==> src/rtl/receptor_serial_alineado.sv <==
// Serial-to-parallel receiver that aligns 10-bit words on K28.5 commas and
// tracks lock with a SEARCH/CHECK/LOCKED state machine.
module receptor_serial_alineado #(
  parameter logic [9:0]  COMMA_NEG   = 10'b0011111010,
  parameter logic [9:0]  COMMA_POS   = 10'b1100000101,
  parameter int unsigned LOCK_COMMAS = 3,
  parameter int unsigned LOSS_COUNT  = 2
) (
  input  logic       clk,
  input  logic       reset,
  input  logic       entrada,
  output logic [9:0] salidas,
  output logic       valida,
  output logic       sincronizado,
  output logic       es_coma
);

  localparam logic [3:0] LOCK_N = 4'(LOCK_COMMAS);
  localparam logic [3:0] LOSS_N = 4'(LOSS_COUNT);

  typedef enum logic [1:0] {SEARCH, CHECK, LOCKED} state_t;

  state_t     state_q;
  logic [8:0] hist_q;
  logic [3:0] cnt_q;
  logic [3:0] good_q;
  logic [3:0] mis_q;
  logic [9:0] salidas_q;
  logic       valida_q;
  logic       sinc_q;
  logic       coma_q;

  logic [9:0] win;
  logic       comma_det;
  logic       boundary;

  assign win       = {hist_q, entrada};
  // Case equality keeps unknown input bits from ever matching a comma.
  assign comma_det = (win === COMMA_NEG) || (win === COMMA_POS);
  assign boundary  = (cnt_q == 4'd9);

  always_ff @(posedge clk) begin
    if (reset) begin
      state_q   <= SEARCH;
      hist_q    <= '0;
      cnt_q     <= '0;
      good_q    <= '0;
      mis_q     <= '0;
      salidas_q <= '0;
      valida_q  <= 1'b0;
      sinc_q    <= 1'b0;
      coma_q    <= 1'b0;
    end else begin
      hist_q   <= win[8:0];
      cnt_q    <= boundary ? 4'd0 : cnt_q + 4'd1;
      valida_q <= 1'b0;
      case (state_q)
        SEARCH: begin
          if (comma_det) begin
            cnt_q  <= '0;
            good_q <= 4'd1;
            if (LOCK_N == 4'd1) begin
              state_q <= LOCKED;
              mis_q   <= '0;
              sinc_q  <= 1'b1;
            end else begin
              state_q <= CHECK;
            end
          end
        end
        CHECK: begin
          if (boundary) begin
            if (comma_det) begin
              good_q <= good_q + 4'd1;
              if (good_q + 4'd1 == LOCK_N) begin
                state_q <= LOCKED;
                mis_q   <= '0;
                sinc_q  <= 1'b1;
              end
            end else begin
              state_q <= SEARCH;
              good_q  <= '0;
            end
          end else if (comma_det) begin
            cnt_q  <= '0;
            good_q <= 4'd1;
          end
        end
        LOCKED: begin
          if (boundary) begin
            salidas_q <= win;
            coma_q    <= comma_det;
            valida_q  <= 1'b1;
            if (comma_det) begin
              mis_q <= '0;
            end
          end else if (comma_det) begin
            // Misaligned comma: counted, never used to re-align while locked.
            if (mis_q + 4'd1 == LOSS_N) begin
              state_q <= SEARCH;
              mis_q   <= '0;
              good_q  <= '0;
              sinc_q  <= 1'b0;
            end else begin
              mis_q <= mis_q + 4'd1;
            end
          end
        end
        default: begin
          state_q <= SEARCH;
          sinc_q  <= 1'b0;
        end
      endcase
    end
  end

  assign salidas      = salidas_q;
  assign valida       = valida_q;
  assign sincronizado = sinc_q;
  assign es_coma      = coma_q;

endmodule

==> config.mk <==
export PLATFORM = sky130hd
export DESIGN_NAME = receptor_serial_alineado
export DESIGN_NICKNAME = d
export VERILOG_FILES = /design/src/rtl/receptor_serial_alineado.sv
export SDC_FILE = /design/constraint.sdc
export NUM_CORES = 1
export LEC_CHECK = 0
export BUFFER_PORTS_ARGS = -buffer_cell sky130_fd_sc_hd__clkbuf_2
export CAP_MARGIN = 20
export CORE_UTILIZATION = 53
export DETAILED_ROUTE_END_ITERATION = 10
export HOLD_SLACK_MARGIN = 0.02
export PLACE_DENSITY = 0.69
export SKIP_CTS_REPAIR_TIMING = 1
export SYNTH_ARGS = -nofsm -noshare
export SYNTH_HDL_FRONTEND = slang
export SYNTH_SLANG_ARGS = --single-unit
==> constraint.sdc <==
create_clock -name clk -period 3.5 [get_ports clk]
set_clock_uncertainty 0.15 [all_clocks]
set_input_delay 0.7 -clock clk [delete_from_list [all_inputs] [get_ports clk]]
set_output_delay 0.7 -clock clk [all_outputs]
set_load 0.1 [all_outputs]
==> flow_metrics.py, run 1 <==
metrics = {
    "grt": {
        "antenna_found_initial": 0,
        "grt_first_pass_wirelength_um": 6040,
        "vias_in_the_first_global_route": 1330,
        "grt_remaining_overflow": 0,
        "grt_max_degree": 30,
        "globalRouteTotalUtil_pct": 23.4,
    },
    "cts": {
        "worst_skew_pair.late_latency_ps": 350,
        "tritoncts.num_buffers": 5,
        "clock_h_tree_levels": 2,
        "cts_sinks": 36,
        "clock_tree_from_tritoncts": "built",
        "cts-root-buf": "sky130_fd_sc_hd__clkbuf_4",
        "path_clk_slew_ps": 110,
        "max_root_sink_buffers": 2,
    },
    "synth": {
        "multiplexer_fraction_of_the_synthesized_cell_area_pct": 1.80,
        "synth.lib_cells_used.distinct": 49,
        "cell_taking_the_most_area_after_synthesis": "sky130_fd_sc_hd__dfxtp_1",
        "yosys_register_bits": 36,
        "asyncSetResetFlopFracSynth_pct": 0,
        "post_synth_and_or_nand_nor_area_fraction_pct": 27.4,
        "synth_area_per_cell_sq_um": 8.81,
        "synthesis.instances": 197,
        "yosys_warnings": 0,
        "syn_nets": 210,
        "netlist_area_sq_mm": 0.00174,
        "yosys-top-cells-area": "sky130_fd_sc_hd__dfxtp_1 (42%), sky130_fd_sc_hd__ha_1 (7.2%), sky130_fd_sc_hd__nand2_1 (5.8%)",
        "top_reg_cell_synth": "sky130_fd_sc_hd__dfxtp_1",
        "combinational_family_with_the_most_area_after_synthesis": "simple AND/OR/NAND/NOR gates",
        "post_synth_fa_ha_maj_area_fraction_pct": 7.21,
        "yosysSeqAreaShare_pct": 41.5,
        "post_synth_xor_area_fraction_pct": 1.51,
        "synth_edf_count": 0,
        "post-synth-top-area-fraction_pct": 41.5,
        "post-synth-top-count-cell": "sky130_fd_sc_hd__dfxtp_1",
        "synth-compound-area-share_pct": 16.6,
        "post_synth_most_frequent_cells": "sky130_fd_sc_hd__dfxtp_1 (36), sky130_fd_sc_hd__nand2_1 (27), sky130_fd_sc_hd__a21oi_1 (16), sky130_fd_sc_hd__nor2_1 (15)",
    },
    "sta": {
        "clock.fmax_ghz": 0.383,
        "final_max_slew_viol_count": 0,
        "worstMarginPinSlew_ps": 702,
        "share_of_the_clock_period_used_by_the_worst_path_after_layout_pct": 74.6,
        "setup_tns_ps": 0,
        "setup_repair_after_global_routing_missed_its_margin": "false",
        "slew_headroom_pct": 52.7,
        "shortest_period_the_worst_path_allows_ps": 2610,
        "finalHoldViolCount": 0,
        "setup-violations-final": 0,
    },
    "run_status": {
        "status": "finished, final reports clean",
    },
    "place": {
        "placed_area_sq_mm": 0.00184,
        "placement.io_buffers": 15,
        "routabilityCongestion": 0.892,
        "place.detailed.hpwl_um": 2560,
    },
    "power": {
        "leakage_nw": 0.721,
        "ir_worst_vdd_mv": 0.242,
        "pwr_density_cell_mw_per_mm2": 399,
        "power_report.internal_total_mw": 0.585,
        "pwr-share-clk_pct": 38.1,
        "p_sw_share_pct": 23.5,
        "p_seq_share_pct": 55.2,
        "comb_power_share_pct": 6.7,
        "netSwitchingPower_mw": 0.180,
    },
    "setup_path": {
        "critical_path_arrival_ps": 2700,
        "timing.critical_path.required_ps": 3590,
        "worst-setup-path-type": "input pin to register",
        "critical_path_peak_fanout": 9,
        "start_kind": "input pin",
        "critical_path.endpoint_type": "register",
    },
    "detailed_routing": {
        "drt_drc_violations_left": 0,
        "drtIter0Drc": 68,
        "detailroute.via_count": 1436,
        "totalWireLength_um": 3690,
        "vias_per_cell": 5.59,
        "route.detailed.wl_per_inst_um": 14.3,
        "ant_nets": 0,
        "1st_pass_router_iterations": 4,
    },
    "cells_and_area": {
        "final_net_count": 225,
        "drive_gt1_share_pct": 13.1,
        "synthToLayoutAreaGrowth_pct": 10.3,
        "final_instance_area_sq_mm": 0.00191,
        "fillers": 278,
        "antenna_cells": 0,
    },
    "floorplan": {
        "io_pins": 16,
        "die_y_um": 59.2,
        "initial_core_util_pct": 56.4,
        "die_area_sq_mm": 0.00351,
        "rows": 20,
        "die_width_um": 59.2,
        "placeableCoreArea_sq_mm": 0.00308,
    },
    "flow_run": {
        "drv_cap": 0,
    },
    "worst_hold_path": {
        "worst_hold_path_type": "register to register",
    },
}
[worst paths after layout]
path / from / to / slack [ps] / cells after the start
worst max-delay path: entrada / mis_q[0]$_SDFFE_PP0P_ / 890 / 6
worst min-delay path: salidas[7]$_SDFFE_PP0P_ / salidas[7]$_SDFFE_PP0P_ / 310 / 2
worst max register to register: state_q[0]$_SDFFE_PP0P_ / sincronizado$_SDFFE_PP0P_ / 940 / 7
worst min register to register: salidas[7]$_SDFFE_PP0P_ / salidas[7]$_SDFFE_PP0P_ / 310 / 2
[kinds of logic (layout without fill, tap and decap cells)]
logic type	Yosys count	count (layout)
adder cells (fa/ha/maj)	10	10
buffers and inverters	18	34
XOR/XNOR	3	3
AND/OR/NAND/NOR	83	83
AO/OA/AOI/OAI	44	44
flip-flops	36	36
multiplexers	3	3
[sequential cells by signal, indices dropped and copies added, names as in the netlist]
| name | flops |
|---|---|
| salidas | 10 |
| hist_q | 9 |
| es_coma | 1 |
| mis_q | 4 |
| good_q | 4 |
| state_q | 2 |
| cnt_q | 4 |
| valida | 1 |
| sincronizado | 1 |
[cells in the final DEF, fill, tap and decap left out, drive strengths merged, types with 2 or more instances in the layout]
cell / netlist / final
dfxtp: 36 / 36
nand2: 27 / 27
clkbuf: 5 / 21
a21oi: 16 / 16
nor2: 15 / 15
inv: 11 / 11
nor2b: 11 / 11
ha: 10 / 10
nand3: 8 / 8
o21ai: 6 / 6
or4b: 5 / 5
a211oi: 3 / 3
a31oi: 3 / 3
nand4: 2 / 2
nand3b: 2 / 2
o211ai: 2 / 2
xnor2: 2 / 2
and2: 2 / 2
o21a: 2 / 2
mux2i: 2 / 2
nor3b: 2 / 2
nor4b: 2 / 2
a31o: 2 / 2
[routing by layer]
| layer | GRT usage, % | part of all wire [%] | vias to the layer above |
|---|---|---|---|
| li1 | - | - | 725 |
| met1 | 30.7 | 47 | 672 |
| met2 | 37.2 | 46 | 34 |
| met3 | 5.24 | 5.2 | 5 |
| met4 | 9.52 | 1.0 | 0 |
| met5 | 0 | 0 | - |
[layout make-up]
cell class | instances | area [sq um] | area share [%]
clock inverters | 2 | 35.0 | 1.83
clock buffers | 6 | 41.3 | 2.16
inverters | 11 | 41.3 | 2.16
well taps | 44 | 55.1 | 2.88
repair buffers | 15 | 75.1 | 3.92
flip-flops and latches | 36 | 721 | 37.6
multi-input cells | 143 | 946 | 49.4
[power groups by stage]
| stage | clock network, mW | registers (mW) | logic (mW) |
|---|---|---|---|
| 2_1_floorplan | 0 | 0.430 | 0.0390 |
| 5_1_grt | 0.308 | 0.423 | 0.0568 |
| 3_3_place_gp | 0 | 0.431 | 0.0488 |
| 3_5_place_dp | 0 | 0.431 | 0.0492 |
| 6_report | 0.291 | 0.422 | 0.0511 |
| 4_1_cts | 0.292 | 0.422 | 0.0502 |
[metrics by stage]
stage                     utilization [%]  std cells  power [mW]  worst slack [ps]  hold slack, ps
final                                62.2        257       0.764               889             311
after global placement               59.7        249       0.480               620             291
after global routing                 62.2        257       0.788               733             338
after floorplan                         -        197       0.469               866             283
after CTS                            62.2        257       0.764               916             314
after detailed placement             59.7        249       0.481               559             299
[critical path, stage by stage]
cell                       delay, ps
sky130_fd_sc_hd__clkbuf_2        100
sky130_fd_sc_hd__or4b_1          570
sky130_fd_sc_hd__nor4b_4         380
sky130_fd_sc_hd__or2_1           330
sky130_fd_sc_hd__a31oi_1         240
sky130_fd_sc_hd__mux2_1          370
Note: power is estimated with default switching activity, not from simulation.
==> run 2: changes to the inputs <==
clock period = 2.65 ns   (was 3.5 ns; I/O delays follow)
==> run 2 against run 1 <==
Worst hold slack better by 2.4 ps. Clock power rose by 47%. Core utilization grew 2.1 points. Total power rose by 38%. Critical endpoint is now sincronizado$_SDFFE_PP0P_. Combinational power is 32% higher. Non-clock buffer count up 6. Register-to-register slack got worse by 720 ps.
==> flow_metrics.py, run 2 (synthesis gave the netlist of run 1 again) <==
metrics = {
    "detailed_routing": {
        "ant_nets": 0,
        "detailroute.via_count": 1459,
        "vias_per_cell": 5.55,
        "drt_drc_violations_left": 0,
        "totalWireLength_um": 3630,
        "1st_pass_router_iterations": 4,
        "drtIter0Drc": 55,
        "route.detailed.wl_per_inst_um": 13.8,
    },
    "cells_and_area": {
        "final_instance_area_sq_mm": 0.00198,
        "drive_gt1_share_pct": 16.0,
        "final_net_count": 231,
        "mostFrequentLayoutCells": "sky130_fd_sc_hd__dfxtp_1 (36), sky130_fd_sc_hd__nand2_1 (27), sky130_fd_sc_hd__a21oi_1 (16)",
        "synthToLayoutAreaGrowth_pct": 14.0,
        "final_cell_count_no_fill": 263,
        "layout.cells.most_common": "sky130_fd_sc_hd__dfxtp_1",
        "antenna_cells": 0,
        "largest_register_ff_count": 10,
        "fillers": 273,
    },
    "grt": {
        "globalRouteTotalUtil_pct": 23.8,
        "vias_in_the_first_global_route": 1401,
        "grt_first_pass_wirelength_um": 6230,
        "grt_remaining_overflow": 0,
        "grt_max_degree": 29,
        "antenna_found_initial": 0,
    },
    "setup_path": {
        "regToRegSetupSlack_ps": 220,
        "timing.critical_path.slowest_stage_cell": "sky130_fd_sc_hd__o32ai_1",
        "critical_path.endpoint_type": "register",
        "critical_path_arrival_ps": 2530,
        "crit_path_max_incr_delay_ps": 580,
        "cp-startpoint": "good_q[1]$_SDFFE_PP0P_",
        "start_kind": "register",
        "path_delay_family": "compound AO/OA/AOI/OAI gates",
        "worstSetupPathDepth": 6,
        "timing.rr.start": "good_q[1]$_SDFFE_PP0P_",
        "worst-setup-path-type": "register to register",
        "ff2ff_path_depth": 6,
        "crit_chain": "ha_1 > and2_1 > a21oi_1 > o32ai_1 > or4b_1 > a211oi_1",
        "crit_buf_inv": 0,
        "cp-endpoint": "sincronizado$_SDFFE_PP0P_",
        "critical_path_peak_fanout": 5,
        "timing.critical_path.required_ps": 2760,
        "rr_endpoint": "sincronizado$_SDFFE_PP0P_",
    },
    "floorplan": {
        "die_y_um": 59.2,
        "die_width_um": 59.2,
        "rows": 20,
        "io_pins": 16,
        "placeableCoreArea_sq_mm": 0.00308,
        "initial_core_util_pct": 56.4,
        "die_area_sq_mm": 0.00351,
    },
    "sta": {
        "finalHoldViolCount": 0,
        "clock.fmax_ghz": 0.412,
        "setup_repair_after_global_routing_missed_its_margin": "false",
        "slew_headroom_pct": 53.5,
        "final_max_slew_viol_count": 0,
        "shortest_period_the_worst_path_allows_ps": 2430,
        "share_of_the_clock_period_used_by_the_worst_path_after_layout_pct": 91.5,
        "postLayoutSetupSlackWorst_ps": 225,
        "setup-violations-final": 0,
        "worstMarginPinSlew_ps": 688,
        "setup_tns_ps": 0,
    },
    "place": {
        "routabilityCongestion": 0.846,
        "place.detailed.hpwl_um": 2660,
        "pre_cts_slack_ps": 78.1,
        "dp.cells": 255,
        "placed_area_sq_mm": 0.00188,
        "placement.io_buffers": 15,
    },
    "power": {
        "pwr_density_cell_mw_per_mm2": 533,
        "leakage_nw": 0.761,
        "finalPower_mw": 1.05,
        "ir_worst_vdd_mv": 0.474,
    },
    "cts": {
        "path_clk_slew_ps": 110,
        "clock_h_tree_levels": 2,
        "worst_skew_pair.late_latency_ps": 330,
        "clock_tree_from_tritoncts": "built",
        "cts-root-buf": "sky130_fd_sc_hd__clkbuf_4",
        "tritoncts.num_buffers": 5,
        "cts_sinks": 36,
        "max_root_sink_buffers": 2,
    },
    "worst_hold_path": {
        "worst_hold_path_type": "register to register",
    },
    "run_status": {
        "status": "finished, final reports clean",
    },
    "flow_run": {
        "drv_cap": 0,
    },
}
run 2: layer usage:
| metal | vias up | share of wire, % | GRT usage, % |
|---|---|---|---|
| met5 | - | 0 | 0 |
| met4 | 0 | 1.0 | 7.14 |
| met3 | 7 | 2.4 | 6.55 |
| met2 | 26 | 46 | 38.2 |
| met1 | 690 | 50 | 31.0 |
| li1 | 736 | - | - |
run 2: worst min-delay path: stages, from the launching register on:
cell and delay [ps]:
sky130_fd_sc_hd__dfxtp_1 320, sky130_fd_sc_hd__nand2_1 50, sky130_fd_sc_hd__a21oi_1 50
run 2: stage by stage:
step / hold slack, ps / utilization, %
2_1_floorplan: 283 / -
3_3_place_gp: 291 / 61.2
3_5_place_dp: 299 / 61.2
4_1_cts: 313 / 64.3
5_1_grt: 301 / 64.3
6_report: 314 / 64.3
run 2: power by group:
| part | switching (mW) | internal, mW | total [mW] |
|---|---|---|---|
| combinational | 0.0408 | 0.0264 | 0.0673 |
| sequential | 0.00852 | 0.549 | 0.558 |
| clock | 0.179 | 0.251 | 0.429 |
| total | 0.228 | 0.826 | 1.05 |
run 2: area by class of cell:
cell class              count  area (sq um)  share of cell area (%)
multi-input cells         143           946                    47.8
well taps                  44          55.1                    2.78
clock inverters             1          30.0                    1.52
inverters                  11          41.3                    2.09
repair buffers             21           120                    6.07
flip-flops and latches     36           721                    36.4
clock buffers               7          65.1                    3.29
run 2: how the worst min path moves through the flow:
stage | cells after the start | startpoint | end
2_1_floorplan | 1 | cnt_q[0]$_SDFF_PP0_ | cnt_q[0]$_SDFF_PP0_
3_3_place_gp | 2 | salidas[7]$_SDFFE_PP0P_ | salidas[7]$_SDFFE_PP0P_
3_5_place_dp | 2 | salidas[3]$_SDFFE_PP0P_ | salidas[3]$_SDFFE_PP0P_
4_1_cts | 3 | entrada | salidas[0]$_SDFFE_PP0P_
5_1_grt | 3 | entrada | salidas[0]$_SDFFE_PP0P_
6_report | 2 | salidas[1]$_SDFFE_PP0P_ | salidas[1]$_SDFFE_PP0P_
